File: config.mk
export PLATFORM = sky130hd
export DESIGN_NAME = rob_commit
export DESIGN_NICKNAME = d
export VERILOG_FILES = /design/src/rtl/rob_commit.sv
export SDC_FILE = /design/constraint.sdc
export NUM_CORES = 1
export LEC_CHECK = 0
export CORE_UTILIZATION = 46
export CTS_BUF_LIST = sky130_fd_sc_hd__clkbuf_4 sky130_fd_sc_hd__clkbuf_8
export DETAILED_ROUTE_END_ITERATION = 16
export PLACE_DENSITY = 0.75
export SLEW_MARGIN = 0
export SYNTH_ARGS = -nofsm -noshare
export SYNTH_HDL_FRONTEND = slang
export SYNTH_SLANG_ARGS = --single-unit
File: constraint.sdc
create_clock -name clk_i -period 15.5 [get_ports clk_i]
set_input_delay 3.1 -clock clk_i [delete_from_list [all_inputs] [get_ports clk_i]]
set_output_delay 3.1 -clock clk_i [all_outputs]
set_load 0.005 [all_outputs]
File: src/rtl/rob_commit.sv
// rob_commit: in-order retire buffer at the consumer end of the rename interface.
//
// Accepts renamed instructions, collects out-of-order completion writebacks,
// resolves branches oldest-first and retires entries strictly in program order.
// Each retire returns the physical destination to rename via p_commit_o.
// A mispredict discards every entry younger than the resolving branch.
//
// Ports:
//   clk_i          clock, rising edge
//   rst_ni         asynchronous active-low reset
//   rinstr_i       renamed instruction (valid, rd, rs1, rs2, is_branch)
//   rob_full_o     no free entry; rename must hold rinstr_i.valid low
//   alloc_tag_o    tag the current rinstr_i receives if accepted (tail pointer)
//   wb_valid_i     completion strobe
//   wb_tag_i       tag of the completing entry
//   br_result_i    {valid, hit} for the oldest unresolved branch
//   p_commit_o     registered {valid, idx, ready} of the retired destination
//   empty_o        no occupied entries
//
// Optional feature (macro ROB_PERF_EN):
//   retired_cnt_o  saturating count of retired entries
//   flushed_cnt_o  saturating count of entries discarded by mispredicts
//
// DEPTH must be a power of two (pointers wrap by natural overflow).

package rob_commit_pkg;

    typedef struct packed {
        logic       valid;
        logic [5:0] idx;
        logic       ready;
    } p_reg_t;

    typedef struct packed {
        logic       valid;
        logic [5:0] idx;
    } rd_t;

    typedef struct packed {
        logic   valid;
        rd_t    rd;
        p_reg_t rs1;
        p_reg_t rs2;
        logic   is_branch;
    } rinstr_t;

    typedef struct packed {
        logic valid;
        logic hit;
    } br_result_t;

endpackage

module rob_commit
    import rob_commit_pkg::*;
#(
    parameter int unsigned DEPTH = 16,
    parameter int unsigned TAG_W = $clog2(DEPTH)
) (
    input  logic             clk_i,
    input  logic             rst_ni,
    input  rinstr_t          rinstr_i,
    output logic             rob_full_o,
    output logic [TAG_W-1:0] alloc_tag_o,
    input  logic             wb_valid_i,
    input  logic [TAG_W-1:0] wb_tag_i,
    input  br_result_t       br_result_i,
    output p_reg_t           p_commit_o,
    output logic             empty_o
`ifdef ROB_PERF_EN
    ,
    output logic [31:0]      retired_cnt_o,
    output logic [31:0]      flushed_cnt_o
`endif
);

    localparam int unsigned CntW = TAG_W + 1;

    logic [TAG_W-1:0] head_q, head_d, tail_q, tail_d;
    logic [CntW-1:0]  count_q, count_d;

    logic [DEPTH-1:0] busy_q, busy_d;
    logic [DEPTH-1:0] done_q, done_d;
    logic [DEPTH-1:0] rd_valid_q, rd_valid_d;
    logic [DEPTH-1:0] is_br_q, is_br_d;
    logic [DEPTH-1:0] resolved_q, resolved_d;
    logic [5:0]       rd_idx_q [DEPTH];
    logic [5:0]       rd_idx_d [DEPTH];

    p_reg_t p_commit_q, p_commit_d;

    logic             full, do_retire, do_alloc, br_fire, br_miss;
    logic             br_found;
    logic [TAG_W-1:0] brk, brk_off;

    // Source operands are consumed by issue, not by the retire buffer.
    logic unused_rs;
    assign unused_rs = ^{rinstr_i.rs1, rinstr_i.rs2};

    assign full        = (count_q == CntW'(DEPTH));
    assign rob_full_o  = full;
    assign empty_o     = (count_q == '0);
    assign alloc_tag_o = tail_q;
    assign p_commit_o  = p_commit_q;

    // Oldest occupied, unresolved branch, searched from head in program order.
    always_comb begin
        br_found = 1'b0;
        brk      = '0;
        brk_off  = '0;
        for (int unsigned i = 0; i < DEPTH; i++) begin
            if (!br_found && (CntW'(i) < count_q)
                && busy_q[head_q + TAG_W'(i)]
                && is_br_q[head_q + TAG_W'(i)]
                && !resolved_q[head_q + TAG_W'(i)]) begin
                br_found = 1'b1;
                brk      = head_q + TAG_W'(i);
                brk_off  = TAG_W'(i);
            end
        end
    end

    assign do_retire = busy_q[head_q] && done_q[head_q];
    assign br_fire   = br_result_i.valid && br_found;
    assign br_miss   = br_fire && !br_result_i.hit;
    // An allocation racing a mispredict is on the wrong path.
    assign do_alloc  = rinstr_i.valid && !full && !br_miss;

    always_comb begin
        busy_d     = busy_q;
        done_d     = done_q;
        rd_valid_d = rd_valid_q;
        is_br_d    = is_br_q;
        resolved_d = resolved_q;
        rd_idx_d   = rd_idx_q;
        head_d     = head_q;
        tail_d     = tail_q;
        count_d    = count_q;
        p_commit_d = '0;

        if (wb_valid_i && busy_q[wb_tag_i]) begin
            done_d[wb_tag_i] = 1'b1;
        end

        if (br_fire) begin
            resolved_d[brk] = 1'b1;
            done_d[brk]     = 1'b1;
        end

        // Clearing after the writeback update drops writebacks to flushed entries.
        if (br_miss) begin
            for (int unsigned i = 0; i < DEPTH; i++) begin
                if ((CntW'(i) > CntW'(brk_off)) && (CntW'(i) < count_q)) begin
                    busy_d[head_q + TAG_W'(i)]     = 1'b0;
                    done_d[head_q + TAG_W'(i)]     = 1'b0;
                    resolved_d[head_q + TAG_W'(i)] = 1'b0;
                end
            end
        end

        if (do_alloc) begin
            busy_d[tail_q]     = 1'b1;
            done_d[tail_q]     = !rinstr_i.rd.valid && !rinstr_i.is_branch;
            rd_valid_d[tail_q] = rinstr_i.rd.valid;
            rd_idx_d[tail_q]   = rinstr_i.rd.idx;
            is_br_d[tail_q]    = rinstr_i.is_branch;
            resolved_d[tail_q] = 1'b0;
        end

        if (do_retire) begin
            busy_d[head_q] = 1'b0;
            done_d[head_q] = 1'b0;
            head_d         = head_q + TAG_W'(1);
            p_commit_d     = '{valid: rd_valid_q[head_q], idx: rd_idx_q[head_q], ready: 1'b1};
        end

        if (br_miss) begin
            tail_d  = brk + TAG_W'(1);
            count_d = CntW'(brk_off) + CntW'(1) - CntW'(do_retire);
        end else begin
            tail_d  = do_alloc ? tail_q + TAG_W'(1) : tail_q;
            count_d = count_q + CntW'(do_alloc) - CntW'(do_retire);
        end
    end

    always_ff @(posedge clk_i or negedge rst_ni) begin
        if (!rst_ni) begin
            head_q     <= '0;
            tail_q     <= '0;
            count_q    <= '0;
            busy_q     <= '0;
            done_q     <= '0;
            rd_valid_q <= '0;
            is_br_q    <= '0;
            resolved_q <= '0;
            p_commit_q <= '0;
            for (int unsigned i = 0; i < DEPTH; i++) begin
                rd_idx_q[i] <= '0;
            end
        end else begin
            head_q     <= head_d;
            tail_q     <= tail_d;
            count_q    <= count_d;
            busy_q     <= busy_d;
            done_q     <= done_d;
            rd_valid_q <= rd_valid_d;
            is_br_q    <= is_br_d;
            resolved_q <= resolved_d;
            p_commit_q <= p_commit_d;
            rd_idx_q   <= rd_idx_d;
        end
    end

`ifdef ROB_PERF_EN
    logic [31:0]     retired_cnt_q, flushed_cnt_q;
    logic [CntW-1:0] flush_num;
    logic [32:0]     flush_sum;

    // Entries strictly younger than the mispredicted branch.
    assign flush_num = br_miss ? (count_q - CntW'(brk_off) - CntW'(1)) : '0;
    assign flush_sum = {1'b0, flushed_cnt_q} + 33'(flush_num);

    always_ff @(posedge clk_i or negedge rst_ni) begin
        if (!rst_ni) begin
            retired_cnt_q <= '0;
            flushed_cnt_q <= '0;
        end else begin
            if (do_retire && (retired_cnt_q != '1)) begin
                retired_cnt_q <= retired_cnt_q + 32'd1;
            end
            flushed_cnt_q <= flush_sum[32] ? '1 : flush_sum[31:0];
        end
    end

    assign retired_cnt_o = retired_cnt_q;
    assign flushed_cnt_o = flushed_cnt_q;
`endif

endmodule
==> impl_results.html <==
<table>
<tr><th>Metric</th><th>Value</th></tr>
<tr><th colspan="2">Floorplan</th></tr>
<tr><td>Core Footprint</td><td>between 0.03 and 0.04 mm^2</td></tr>
<tr><td>Starting density of the core</td><td>a little under half</td></tr>
<tr><td>Count of standard-cell rows</td><td>between 60 and 70</td></tr>
<tr><td>Die X-Extent</td><td>approximately 180 um</td></tr>
<tr><td>Die outline area</td><td>0.0322 mm^2</td></tr>
<tr><td>I/O pin count</td><td>48</td></tr>
<tr><td>Vertical extent of the die</td><td>roughly 180 um</td></tr>
<tr><th colspan="2">Timing</th></tr>
<tr><td>Worst slew pin tran</td><td>~1200 ps</td></tr>
<tr><td>Final period util</td><td>~53%</td></tr>
<tr><td>Clock period minus worst slack</td><td>a little over 8000 ps</td></tr>
<tr><td>Slew margin rel.</td><td>between 20% and 30%</td></tr>
<tr><td>Post-route worst setup slack</td><td>7250 ps</td></tr>
<tr><td>Unrepaired setup endpoints after global routing</td><td>false</td></tr>
<tr><td>Number of hold violations in the final report</td><td>0</td></tr>
<tr><td>Final max-slew violation count</td><td>0</td></tr>
<tr><td>Setup total negative slack</td><td>0 ps</td></tr>
<tr><td>Number of endpoints failing setup at the final stage</td><td>0</td></tr>
<tr><td>Post-route clock skew</td><td>about 15 ps</td></tr>
<tr><td>Maximum operating frequency</td><td>121 MHz</td></tr>
<tr><th colspan="2">Placed design</th></tr>
<tr><td>Placer Congestion</td><td>between 0.9 and 1</td></tr>
<tr><td>Port buffer count</td><td>31</td></tr>
<tr><td>Placement-stage worst setup slack</td><td>roughly 7600 ps</td></tr>
<tr><td>Sum of net half-perimeters after detailed placement</td><td>34.8 mm</td></tr>
<tr><td>Placed cell areas</td><td>approximately 0.015 mm^2</td></tr>
<tr><th colspan="2">Yosys</th></tr>
<tr><td>Post-Syn Instances</td><td>between 1000 and 1500</td></tr>
<tr><td>Share of synthesized area spent on multiplexers</td><td>approximately a fifth</td></tr>
<tr><td>Cell types with the largest area share after synthesis</td><td>sky130_fd_sc_hd__dfrtp_1 (34%), sky130_fd_sc_hd__mux4_2 (9.5%), sky130_fd_sc_hd__mux2_2 (8.9%), sky130_fd_sc_hd__nand2_1 (4.3%), sky130_fd_sc_hd__ha_1 (3.3%)</td></tr>
<tr><td>Leading register cell type out of synthesis</td><td>sky130_fd_sc_hd__dfrtp_1</td></tr>
<tr><td>Xor and xnor area share after synthesis</td><td>roughly 1.8%</td></tr>
<tr><td>Async set or reset register ratio after synthesis</td><td>100%</td></tr>
<tr><td>Complex-gate fraction of the synthesized area</td><td>between 15 and 20%</td></tr>
<tr><td>Combinational family with the most area after synthesis</td><td>multiplexers</td></tr>
<tr><td>Average size of a mapped cell</td><td>between 10 and 15 um^2</td></tr>
<tr><td>Yosys reg bits</td><td>between 150 and 200</td></tr>
<tr><td>Number of warnings issued by yosys</td><td>0</td></tr>
<tr><td>Net count of the mapped netlist</td><td>roughly 1500</td></tr>
<tr><td>Number of enable-type register cells in the synthesized netlist</td><td>0</td></tr>
<tr><td>Most used standard cell by instance count after synthesis</td><td>sky130_fd_sc_hd__dfrtp_1</td></tr>
<tr><td>Synth unique cells</td><td>approximately 120</td></tr>
<tr><td>Top cell type's share of synthesized area</td><td>34.0%</td></tr>
<tr><td>Sequential-to-total area share from yosys stat</td><td>34.0%</td></tr>
<tr><td>Simple logic cell fraction of the synthesized area</td><td>a little under a fifth</td></tr>
<tr><td>Post-synth design cell area</td><td>approximately 0.014 mm^2</td></tr>
<tr><td>Largest area contributor in the netlist</td><td>sky130_fd_sc_hd__dfrtp_1</td></tr>
<tr><td>Synth top cells by count</td><td>sky130_fd_sc_hd__dfrtp_1 (197), sky130_fd_sc_hd__nand2_1 (166), sky130_fd_sc_hd__mux2_2 (114), sky130_fd_sc_hd__nor2_1 (78), sky130_fd_sc_hd__mux4_2 (61)</td></tr>
<tr><td>Adder-cell share of the synthesized area</td><td>around 3.4%</td></tr>
<tr><th colspan="2">Detailed routing</th></tr>
<tr><td>1st-pass router iterations</td><td>6</td></tr>
<tr><td>Final wirelength</td><td>47.7 mm</td></tr>
<tr><td>Average routed wire per standard cell</td><td>roughly 26 um</td></tr>
<tr><td>Detailed Route Iter0 Violations</td><td>1834</td></tr>
<tr><td>Vias per cell</td><td>around 7</td></tr>
<tr><td>Post-route antenna net violation count</td><td>0</td></tr>
<tr><td>Remaining design rule violation count</td><td>0</td></tr>
<tr><td>Vias after detailed routing</td><td>between 10000 and 15000</td></tr>
<tr><th colspan="2">Layout</th></tr>
<tr><td>Area grow syn2layout</td><td>5.92%</td></tr>
<tr><td>Number of nets in the layout</td><td>1487</td></tr>
<tr><td>Post-route cell area</td><td>between 0.015 and 0.02 mm^2</td></tr>
<tr><td>Fillers</td><td>roughly 2800</td></tr>
<tr><td>Layout cell share with drive strength beyond 1</td><td>20.3%</td></tr>
<tr><th colspan="2">Clocking</th></tr>
<tr><td>Setup bufs post-CTS</td><td>0</td></tr>
<tr><td>Cts hold-fix bufs</td><td>0</td></tr>
<tr><td>Clk Latency, worst-skew pair</td><td>490 ps</td></tr>
<tr><td>CTS tree</td><td>done</td></tr>
<tr><td>Resized cells post-CTS</td><td>0</td></tr>
<tr><td>Clock sink count</td><td>197</td></tr>
<tr><td>Clock buffers created by TritonCTS</td><td>17</td></tr>
<tr><td>Largest buffer count on any clock path</td><td>2</td></tr>
<tr><td>Post-CTS clock slew at the launch and capture registers of the worst setup and hold paths</td><td>approximately 110 ps</td></tr>
<tr><td>H-tree lvl count</td><td>4</td></tr>
<tr><td>Cell at the root of the clock tree</td><td>sky130_fd_sc_hd__clkbuf_8</td></tr>
<tr><th colspan="2">Global route</th></tr>
<tr><td>Pin count of the biggest net entering global routing</td><td>between 100 and 150</td></tr>
<tr><td>GRT Resource Usage Total</td><td>between 20% and 30%</td></tr>
<tr><td>Antenna violations before repair</td><td>2</td></tr>
<tr><td>GR Overflow Total</td><td>0</td></tr>
<tr><td>First-pass GRT wire length</td><td>approximately 73 mm</td></tr>
<tr><td>Vias in the first global route</td><td>12000</td></tr>
<tr><th colspan="2">Job</th></tr>
<tr><td>Number of violations of the max-capacitance limit</td><td>0</td></tr>
<tr><th colspan="2">Critical path</th></tr>
<tr><td>Data arrival at the endpoint of the critical path</td><td>8680 ps</td></tr>
<tr><td>Worst Setup Path Type</td><td>reg2reg</td></tr>
<tr><td>Required @ worst endpoint</td><td>between 15000 and 20000 ps</td></tr>
<tr><td>Crit end category</td><td>register</td></tr>
<tr><td>Maximum fanout along the worst path</td><td>53</td></tr>
<tr><td>Type of element launching the critical path</td><td>register</td></tr>
<tr><th colspan="2">Hold path</th></tr>
<tr><td>Hold Path Class</td><td>reg2reg</td></tr>
<tr><th colspan="2">Run status</th></tr>
<tr><td>Run status</td><td>complete, no violations</td></tr>
</table>
## state kept, by name, summed over array words and instances (netlist names)
| signal | cells |
|---|---|
| alloc_tag_o | 4 |
| busy_q | 16 |
| rd_idx_q | 96 |
| p_commit_o | 8 |
| done_q | 16 |
| count_q | 5 |
| resolved_q | 16 |
| is_br_q | 16 |
| head_q | 4 |
| rd_valid_q | 16 |
## area by class of cell
class	instances	area (um^2)	area share (%)
flip-flops and latches	197	4940	32.2
multi-input cells	1102	8900	58.0
inverters	50	188	1.22
diodes	1	2.50	0.0163
repair buffers	46	427	2.78
clock inverters	12	140	0.913
well taps	396	495	3.23
clock buffers	20	263	1.71
## layout by cell type (no fill, tap or decap), drive strengths merged, types with 14 or more instances in the layout
| cell | n |
|---|---|
| nand2b | 25 |
| buf | 15 |
| nor2b | 18 |
| nand4 | 17 |
| o21ai | 58 |
| dfrtp | 197 |
| ha | 38 |
| inv | 53 |
| nand3 | 36 |
| clkdlybuf4s50 | 30 |
| and3 | 37 |
| xnor2 | 21 |
| a22oi | 14 |
| o22ai | 19 |
| a211oi | 15 |
| nor2 | 81 |
| clkbuf | 21 |
| and2 | 23 |
| mux4 | 65 |
| nor3 | 32 |
| mux2 | 114 |
| nand2 | 168 |
| a21oi | 56 |
## worst paths after layout
kind                                          start  cells past startpoint  slack, ps                       end
setup reg to reg              head_q[2]$_DFFE_PN0P_                     18       7250       done_q[4]$_DFF_PN0_
min in group asynchronous                    rst_ni                      1       2700   p_commit_o[7]$_DFF_PN0_
hold reg to reg            rd_idx_q[26]$_DFFE_PN0P_                      2        490  rd_idx_q[26]$_DFFE_PN0P_
hold / removal             rd_idx_q[26]$_DFFE_PN0P_                      2        490  rd_idx_q[26]$_DFFE_PN0P_
setup / recovery              head_q[2]$_DFFE_PN0P_                     18       7250       done_q[4]$_DFF_PN0_
max in group asynchronous                    rst_ni                      2      11140     head_q[0]$_DFFE_PN0P_
## metal layers
| metal | global-route usage (%) | wire (um) | vias to the layer above |
|---|---|---|---|
| met4 | 15.0 | 2290 | 0 |
| met3 | 5.33 | 4430 | 143 |
| li1 | - | - | 5405 |
| met5 | 0 | 0 | - |
| met2 | 44.8 | 21000 | 737 |
| met1 | 41.3 | 19900 | 6163 |
## cells by family (layout without fill, tap and decap cells)
kind of cell / Yosys count / after routing
simple gates: 503 / 503
compound gates: 339 / 339
flops: 197 / 197
mux: 192 / 192
buf+inv: 137 / 128
fa+ha+maj: 39 / 39
xor+xnor: 29 / 29
other cells: 0 / 1
## metrics by stage
stage               util, %  hold WS [ps]  std cells
global placement       48.5           457       1791
global route           49.8           507       1824
CTS                    49.8           488       1823
detailed placement     48.5           464       1791
floorplan                 -           441       1436
finish                 49.8           487       1824
## worst max-delay path, cell delays in order (launching register included)
cell and delay [ps]:
sky130_fd_sc_hd__dfrtp_2 350, sky130_fd_sc_hd__buf_4 630, sky130_fd_sc_hd__inv_1 600, sky130_fd_sc_hd__ha_1 440, sky130_fd_sc_hd__xnor2_1 640, sky130_fd_sc_hd__a2111oi_0 220
sky130_fd_sc_hd__a222oi_1 940, sky130_fd_sc_hd__nand2_1 540, sky130_fd_sc_hd__o2111ai_1 490, sky130_fd_sc_hd__nand2_1 230, sky130_fd_sc_hd__inv_1 130, sky130_fd_sc_hd__ha_1 150
sky130_fd_sc_hd__clkinv_1 320, sky130_fd_sc_hd__a211oi_1 330, sky130_fd_sc_hd__o22ai_1 140, sky130_fd_sc_hd__nor4_1 990, sky130_fd_sc_hd__o21ai_0 140, sky130_fd_sc_hd__o21ai_0 610
sky130_fd_sc_hd__o2111a_1 290
Power is not shown: default switching activity piles up to over one toggle a cycle in this logic, so the estimate is an artifact.
